**config.mk**
```make
export PLATFORM = sky130hd
export DESIGN_NAME = multicycle_ctrl
export DESIGN_NICKNAME = d
export VERILOG_FILES = /design/src/rtl/multicycle_ctrl.sv
export SDC_FILE = /design/constraint.sdc
export NUM_CORES = 1
export LEC_CHECK = 0
export BUFFER_PORTS_ARGS = -buffer_cell sky130_fd_sc_hd__clkbuf_2
export CELL_PAD_IN_SITES_DETAIL_PLACEMENT = 0
export CELL_PAD_IN_SITES_GLOBAL_PLACEMENT = 1
export CORE_MARGIN = 2
export CORE_UTILIZATION = 31
export CTS_BUF_LIST = sky130_fd_sc_hd__clkbuf_2 sky130_fd_sc_hd__clkbuf_4 sky130_fd_sc_hd__clkbuf_8
export CTS_CLUSTER_DIAMETER = 120
export DETAILED_ROUTE_END_ITERATION = 12
export PLACE_DENSITY_LB_ADDON = 0.1
export SLEW_MARGIN = 15
export SYNTH_ARGS = -nofsm -noshare
export SYNTH_HDL_FRONTEND = slang
export SYNTH_SLANG_ARGS = --single-unit
```
**constraint.sdc**
```tcl
create_clock -name clk -period 1.7 [get_ports clk]
set_input_delay 0.34 -clock clk [delete_from_list [all_inputs] [get_ports clk]]
set_output_delay 0.34 -clock clk [all_outputs]
set_load 0.03 [all_outputs]
```
**src/rtl/multicycle_ctrl.sv**
```systemverilog
// multicycle_ctrl: main control FSM for the multicycle RV32I core.
// Optional illegal-opcode halt state: define MULTICYCLE_ILLEGAL_TRAP_EN.
module multicycle_ctrl #(
    parameter int OPW   = 7,
    parameter int ALUCW = 3
) (
    input  logic             clk,
    input  logic             rst_n,
    input  logic [OPW-1:0]   opcode,
    input  logic [2:0]       funct3,
    input  logic             funct7b5,
    input  logic             zero,
    input  logic             mem_ready,
    output logic             pc_write,
    output logic             adr_src,
    output logic             mem_write,
    output logic             ir_write,
    output logic             reg_write,
    output logic [1:0]       result_src,
    output logic [1:0]       alu_src_a,
    output logic [1:0]       alu_src_b,
    output logic [1:0]       imm_src,
    output logic [ALUCW-1:0] alu_control,
    output logic             instr_done,
    output logic             illegal
);

    localparam logic [OPW-1:0] OP_LOAD   = 7'b0000011;
    localparam logic [OPW-1:0] OP_STORE  = 7'b0100011;
    localparam logic [OPW-1:0] OP_R      = 7'b0110011;
    localparam logic [OPW-1:0] OP_IMM    = 7'b0010011;
    localparam logic [OPW-1:0] OP_JAL    = 7'b1101111;
    localparam logic [OPW-1:0] OP_BRANCH = 7'b1100011;

    localparam logic [ALUCW-1:0] ALU_ADD = 3'b000;
    localparam logic [ALUCW-1:0] ALU_SUB = 3'b001;
    localparam logic [ALUCW-1:0] ALU_AND = 3'b010;
    localparam logic [ALUCW-1:0] ALU_OR  = 3'b011;
    localparam logic [ALUCW-1:0] ALU_SLT = 3'b101;

    typedef enum logic [3:0] {
        S_FETCH,
        S_DECODE,
        S_MEMADR,
        S_MEMREAD,
        S_MEMWB,
        S_MEMWRITE,
        S_EXECR,
        S_EXECI,
        S_ALUWB,
        S_JAL,
        S_BEQ
`ifdef MULTICYCLE_ILLEGAL_TRAP_EN
        , S_HALT
`endif
    } state_t;

    state_t state;
    state_t state_next;
    logic [ALUCW-1:0] alu_op;

    // State register and registered end-of-instruction pulse
    always_ff @(posedge clk) begin
        if (!rst_n) begin
            state      <= S_FETCH;
            instr_done <= 1'b0;
        end else begin
            state      <= state_next;
            instr_done <= (state_next == S_FETCH) &&
                          (state != S_FETCH);
        end
    end

    // ALU operation for the execute states, chosen by funct3
    always_comb begin
        alu_op = ALU_ADD;
        case (funct3)
            3'b000: begin
                if (state == S_EXECR && funct7b5)
                    alu_op = ALU_SUB;
            end
            3'b010:  alu_op = ALU_SLT;
            3'b110:  alu_op = ALU_OR;
            3'b111:  alu_op = ALU_AND;
            default: alu_op = ALU_ADD;
        endcase
    end

    // Immediate format follows the opcode in every state
    always_comb begin
        imm_src = 2'b00;
        case (opcode)
            OP_STORE:  imm_src = 2'b01;
            OP_BRANCH: imm_src = 2'b10;
            OP_JAL:    imm_src = 2'b11;
            default:   imm_src = 2'b00;
        endcase
    end

    // Next-state and datapath controls, enables gated by reset
    always_comb begin
        state_next  = state;
        pc_write    = 1'b0;
        adr_src     = 1'b0;
        mem_write   = 1'b0;
        ir_write    = 1'b0;
        reg_write   = 1'b0;
        result_src  = 2'b00;
        alu_src_a   = 2'b00;
        alu_src_b   = 2'b00;
        alu_control = ALU_ADD;
        illegal     = 1'b0;

        unique case (state)
            S_FETCH: begin
                alu_src_b  = 2'b10;
                result_src = 2'b10;
                ir_write   = mem_ready;
                pc_write   = mem_ready;
                if (mem_ready)
                    state_next = S_DECODE;
            end
            S_DECODE: begin
                alu_src_a = 2'b01;
                alu_src_b = 2'b01;
                case (opcode)
                    OP_LOAD,
                    OP_STORE:  state_next = S_MEMADR;
                    OP_R:      state_next = S_EXECR;
                    OP_IMM:    state_next = S_EXECI;
                    OP_JAL:    state_next = S_JAL;
                    OP_BRANCH: state_next = S_BEQ;
`ifdef MULTICYCLE_ILLEGAL_TRAP_EN
                    default:   state_next = S_HALT;
`else
                    default:   state_next = S_FETCH;
`endif
                endcase
            end
            S_MEMADR: begin
                alu_src_a = 2'b10;
                alu_src_b = 2'b01;
                if (opcode == OP_STORE)
                    state_next = S_MEMWRITE;
                else
                    state_next = S_MEMREAD;
            end
            S_MEMREAD: begin
                adr_src = 1'b1;
                if (mem_ready)
                    state_next = S_MEMWB;
            end
            S_MEMWB: begin
                result_src = 2'b01;
                reg_write  = 1'b1;
                state_next = S_FETCH;
            end
            S_MEMWRITE: begin
                adr_src   = 1'b1;
                mem_write = 1'b1;
                if (mem_ready)
                    state_next = S_FETCH;
            end
            S_EXECR: begin
                alu_src_a   = 2'b10;
                alu_src_b   = 2'b00;
                alu_control = alu_op;
                state_next  = S_ALUWB;
            end
            S_EXECI: begin
                alu_src_a   = 2'b10;
                alu_src_b   = 2'b01;
                alu_control = alu_op;
                state_next  = S_ALUWB;
            end
            S_ALUWB: begin
                reg_write  = 1'b1;
                state_next = S_FETCH;
            end
            S_JAL: begin
                alu_src_a  = 2'b01;
                alu_src_b  = 2'b10;
                pc_write   = 1'b1;
                state_next = S_ALUWB;
            end
            S_BEQ: begin
                alu_src_a   = 2'b10;
                alu_src_b   = 2'b00;
                alu_control = ALU_SUB;
                pc_write    = zero;
                state_next  = S_FETCH;
            end
`ifdef MULTICYCLE_ILLEGAL_TRAP_EN
            S_HALT: begin
                illegal    = 1'b1;
                state_next = S_HALT;
            end
`endif
            default: state_next = S_FETCH;
        endcase

        if (!rst_n) begin
            pc_write  = 1'b0;
            ir_write  = 1'b0;
            mem_write = 1'b0;
            reg_write = 1'b0;
        end
    end

endmodule

```
==> After elaboration in Yosys (flattened, before gate mapping) <==
Index checks and enable logic that the tools add are counted.
{ "word_totals": {"ff_bits": 5, "latchBits": 0, "ram_bits": 0, "romBits": 0, "in_bits": 15, "out_inout_bits": 18, "wordCells": 58, "n_memories": 0} }
{ "classes": {"add_sub_neg": 0, "mul": 0, "n_div": 0, "n_lt_le_gt_ge": 0, "eq_ne": 19, "shifts": 0, "n_mux": 22, "n_bitwise": 0, "n_reduce_logical": 15} }
{ "op_table": {"columns": ["operator", "n"], "rows": [
  ["4-bit case mux with 6 select lines", 1],
  ["4-bit case mux with 5 select lines", 1],
  ["4-bit by 3-bit equality test with 1-bit output, second input constant", 4],
  ["7-bit by 6-bit equality test with 1-bit output, second input constant", 2],
  ["7-bit equality test, second input constant", 2],
  ["4-bit equality test, second input constant", 3],
  ["4-bit 2-to-1 mux", 3],
  ["2-bit case mux with 2 select lines", 3],
  ["3-bit case mux with 4 select lines", 1],
  ["2-bit OR reduction", 6],
  ["1-bit 2-to-1 mux", 9],
  ["4-bit by 2-bit equality test with 1-bit output, second input constant", 2],
  ["4-bit logical NOT", 2],
  ["7-bit by 2-bit equality test with 1-bit output, second input constant", 1],
  ["7-bit by 5-bit equality test with 1-bit output, second input constant", 1],
  ["3-bit equality test, second input constant", 2],
  ["2-bit case mux with 3 select lines", 1],
  ["3-bit case mux with 2 select lines", 1],
  ["3-bit OR reduction", 2],
  ["4-bit by 1-bit equality test with 1-bit output, second input constant", 1],
  ["4-bit nonzero test", 1],
  ["4-bit OR reduction", 1],
  ["3-bit by 2-bit equality test with 1-bit output, second input constant", 1],
  ["3-bit logical NOT", 1],
  ["other kinds (3)", 4]
]} }

==> Longest topological paths before layout <==
{ "depth": {"ltp_word": 6, "depth_mapped": 5, "ltp_nobuf": 4} }

==> Least setup slack after synthesis <==
OpenSTA, ideal clock, no wires.
{ "synth_timing": {"path_kind": "register to output", "startpoint": "reg state[2]", "endpoint": "out ir_write", "arrival_ps": 1993, "t_required_ps": 1360, "slack_ps": -633, "stages_incl_launch_ff": 4, "path_cell_list": "dfxtp_1 > buf_2 > nor4_1 > and3_1"} }
{ "synth_via": {"elab_chain_len": 3} }
{ "synth_rtl": {"columns": ["element", "line", "rtl"], "rows": [
  ["start, declared", "58", "state_t state;"],
  ["start signal, assigned", "68", "state <= state_next;"],
  ["4-bit logical NOT", "114", "unique case (state)"],
  ["1-bit 2-to-1 mux", "114", null],
  ["1-bit 2-to-1 mux", "202", "if (!rst_n) begin"],
  ["end, declared", "17", "output logic ir_write,"]
]} }
Every way passes these cells.

==> Worst setup path after layout <==
{ "layout_timing": {"startpoint": "reg state[0]", "endpoint": "out pc_write"} }
{ "layout_via": {"elab_chain_len": 3, "word_cells_on_any_way": 5, "classes_between": "2 x eq/ne; 2 x mux; 1 x reduce/logical"} }
{ "layout_rtl": {"columns": ["element", "line", "rtl"], "rows": [
  ["4-bit equality test or 4-bit logical NOT (tied branches)", "114", null],
  ["1-bit case mux with 3 select lines *", "114", null],
  ["1-bit 2-to-1 mux *", "202", null],
  ["end, declared", "14", "output logic pc_write,"]
]} }
Every way passes the cells marked *; elsewhere a longest branch is shown, timed or not.

==> impl_metrics.csv <==
group,metric,value,unit
pwr,switching_share,31.46,%
sta,clock.fmax,552.8,MHz
synth,syn_area,621.8,µm²
sta,setup_ws,-0.1091,ns
worst_setup_path,r2r-end,"state[1]",
synth,ys.flop_type,"dfxtp_1",
worst_setup_path,slowest_stage,"dfxtp_4",
synth,synth_mux_area_share,1.811,%
grt,grt_pass1_wl,3160,µm
pwr,internal-power,0.2783,mW
die,die_w,48.79,µm
pwr,power_density,405.7,mW/mm²
synth,synth_compound_area_share,23.74,%
synth,avgSynthCellArea,7.148,µm²
worst_setup_path,path_buf_inv,1,
synth,seq_area_frac_synth,16.10,%
worst_setup_path,r2r_setup_slack,0.30,ns
min_path,holdCritStartpoint,"rst_n",
sta,period_share,106.4,%
die,die_h,48.79,µm
worst_setup_path,r2r_start,"state[0]",
grt,grt_max_degree,13,
sta,fin_skew,0.001710,ns
routing,firstDrtPassIters,2,
clock_tree,clock_latency,0.24,ns
synth,syn-instance-count,87,
layout,final_nets,143,
grt,met2_usage,27.63,%
grt,antenna_found_initial,0,
die,fp-row-count,16,
min_path,worstHoldEndpoint,"state[1]",
synth,synth_cell_types,43,
pwr,p_switching,0.1278,mW
pwr,p_clk_share,37.3,%
die,ioPinCount,33,
sta,setup_violations,3,
worst_setup_path,crit_required,1.36,ns
worst_setup_path,critPathArrivalTime,1.47,ns
worst_setup_path,critical_path_class,"flop to output port",
grt,grtUsageMet1,21.55,%
synth,syn-num-nets,102,
placement,place.gp.congestion,0.8028,
worst_setup_path,crit_family,"flip-flops",
synth,synth_edf_count,0,
synth,synth_adder_area_share,0,%
clock_tree,cts_buffers,3,
die,start_util,32.36,%
die,core,0.001922,mm²
placement,place_area,874.6,µm²
synth,synth_warnings,0,
clock_tree,htreeDepth,1,
placement,dpl_worst_slack,0.05343,ns
layout,final_cells,154,
grt,grt-ovfl-total,0,
worst_setup_path,r2r.worst_path.cells,5,
grt,grt-busiest-layer,"met2",
run_status,violations,"negative setup slack",
clock_tree,cts_tree,"built",
worst_setup_path,path_max_fanout,8,
job,maxCapViolations,0,
pwr,combPwrFrac,32.9,%
routing,antenna_left,0,
synth,postSynth.asyncResetShare,0,%
synth,synth_seq_cells,5,
worst_setup_path,endpoint_kind,"output port",
synth,yosys.area_share.simple,46.88,%
min_path,hold_depth,2,
sta,period_minus_slack,1.809,ns
sta,hold_slack,0.4214,ns
run_status,outcome,"finished with violations",
layout,area_delta_synth_final,60.97,%
grt,grt_usage,16.50,%
routing,wl_per_cell,11.82,µm
placement,dpl.hpwl,1416,µm
placement,portBuffers,31,
clock_tree,clk_path_buf_depth,2,
layout,drive_gt1_share,49.61,%
synth,synth_xor_area_share,4.225,%
sta,hold_violations,0,
routing,drt_iter0_drc,3,
layout,fillers,206,
synth,synth_top_family_by_area,"simple AND/OR/NAND/NOR gates",
pwr,total_power,0.4061,mW
die,dieArea,0.002380,mm²
worst_setup_path,critPathMaxStageDelay,0.40,ns
worst_setup_path,start_kind,"flop",
sta,finalSetupTns,-0.1759,ns
sta,maxSlewViolCount,0,
grt,grt_pass1_vias,703,
routing,drc,0,
routing,num_vias,770,
routing,vias_per_cell,5.000,
worst_setup_path,crit_chain,"nor2b_2 > a21oi_1 > mux2_4 > nor3b_4 > clkbuf_8",
layout,final_util,52.08,%
synth,yosys.area.top_type_share,16.10,%
clock_tree,cts_sinks,5,
pwr,power_frac_seq,29.8,%
pwr,peakVddDrop,0.4646,mV
clock_tree,clk_pin_slew_worst_paths,0.04,ns
pwr,p_leak,0.4554,nW
synth,synth_area_leaders,"dfxtp_1, and2_1, nand2b_1, nand2_1, a21oi_1",
layout,antennaDiodeCount,0,
layout,final_common_cell,"clkbuf_2",
routing,routed_wl,1821,µm
clock_tree,ctsHoldBuffers,0,
synth,synth_top_cell_by_area,"dfxtp_1",
min_path,hp-class,"input port to flop",
placement,place_inst,149,
clock_tree,root_buffer,"clkbuf_4",
sta,rsz0062_at_grt,"true",
layout,final_cell_mix,"clkbuf_2, buf_4, nand2_1, clkbuf_4, and2_1",
grt,met3_usage,2.454,%
layout,fin_area,0.001001,mm²
## worst max-delay path by stage
stage	startpoint	to	slack [ns]	cells past startpoint
floorplan	state[2]	ir_write	-0.04	3
global placement	state[0]	pc_write	0.06	5
detailed placement	state[0]	pc_write	0.05	5
CTS	state[0]	pc_write	-0.1	5
global route	state[1]	pc_write	-0.17	5
finish	state[0]	pc_write	-0.11	5
## state kept, by name, indices dropped and copies added, names as in the netlist
register,cells
instr_done,1
state,4
## cell usage after synthesis, types with 2 or more instances
library cell  number
nand2_1            7
and2_1             6
nor2_1             6
a21oi_1            5
dfxtp_1            5
nand2b_1           5
nor2b_1            4
buf_2              3
nor3_1             3
and3_1             2
inv_1              2
nand3_1            2
nor3b_1            2
nor4_1             2
o21a_1             2
o21ai_0            2
o31ai_1            2
xnor2_1            2
## cell families after synthesis
group,after synthesis
xor gates and xnor gates,3
muxes,1
other,1
and+or+nand+nor,49
DFF,5
buffers and inverters,7
AOI/OAI and AO/OA,21
## layout make-up
type / count / area [µm²] / area share [%]
multi-input combinational: 75 / 545.5 / 54.50
timing repair buffer: 41 / 269.0 / 26.88
sequential: 5 / 115.1 / 11.50
tap: 27 / 33.78 / 3.375
clock buffer: 4 / 30.03 / 3.000
inverter: 2 / 7.507 / 0.7500
## what timing repair did
action,4_1_cts,5_1_grt
buffers inserted,1,0
pin swaps,1,1
gates resized for setup,22,12
setup endpoints to repair,11,9
## metal layers
metal,wire length [µm],share of wire (%),vias up
met5,0,0,-
met4,0,0,0
met3,79,4.3,0
met2,854,47,21
met1,887,49,356
li1,-,-,393
## power groups by stage
stage / registers, mW / logic (mW) / clock network [mW]
2_1_floorplan: 0.126 / 0.0751 / 0
3_3_place_gp: 0.126 / 0.123 / 0
3_5_place_dp: 0.126 / 0.122 / 0
4_1_cts: 0.122 / 0.131 / 0.156
5_1_grt: 0.121 / 0.146 / 0.168
6_report: 0.121 / 0.134 / 0.151
(Power assumes the default switching activity.)
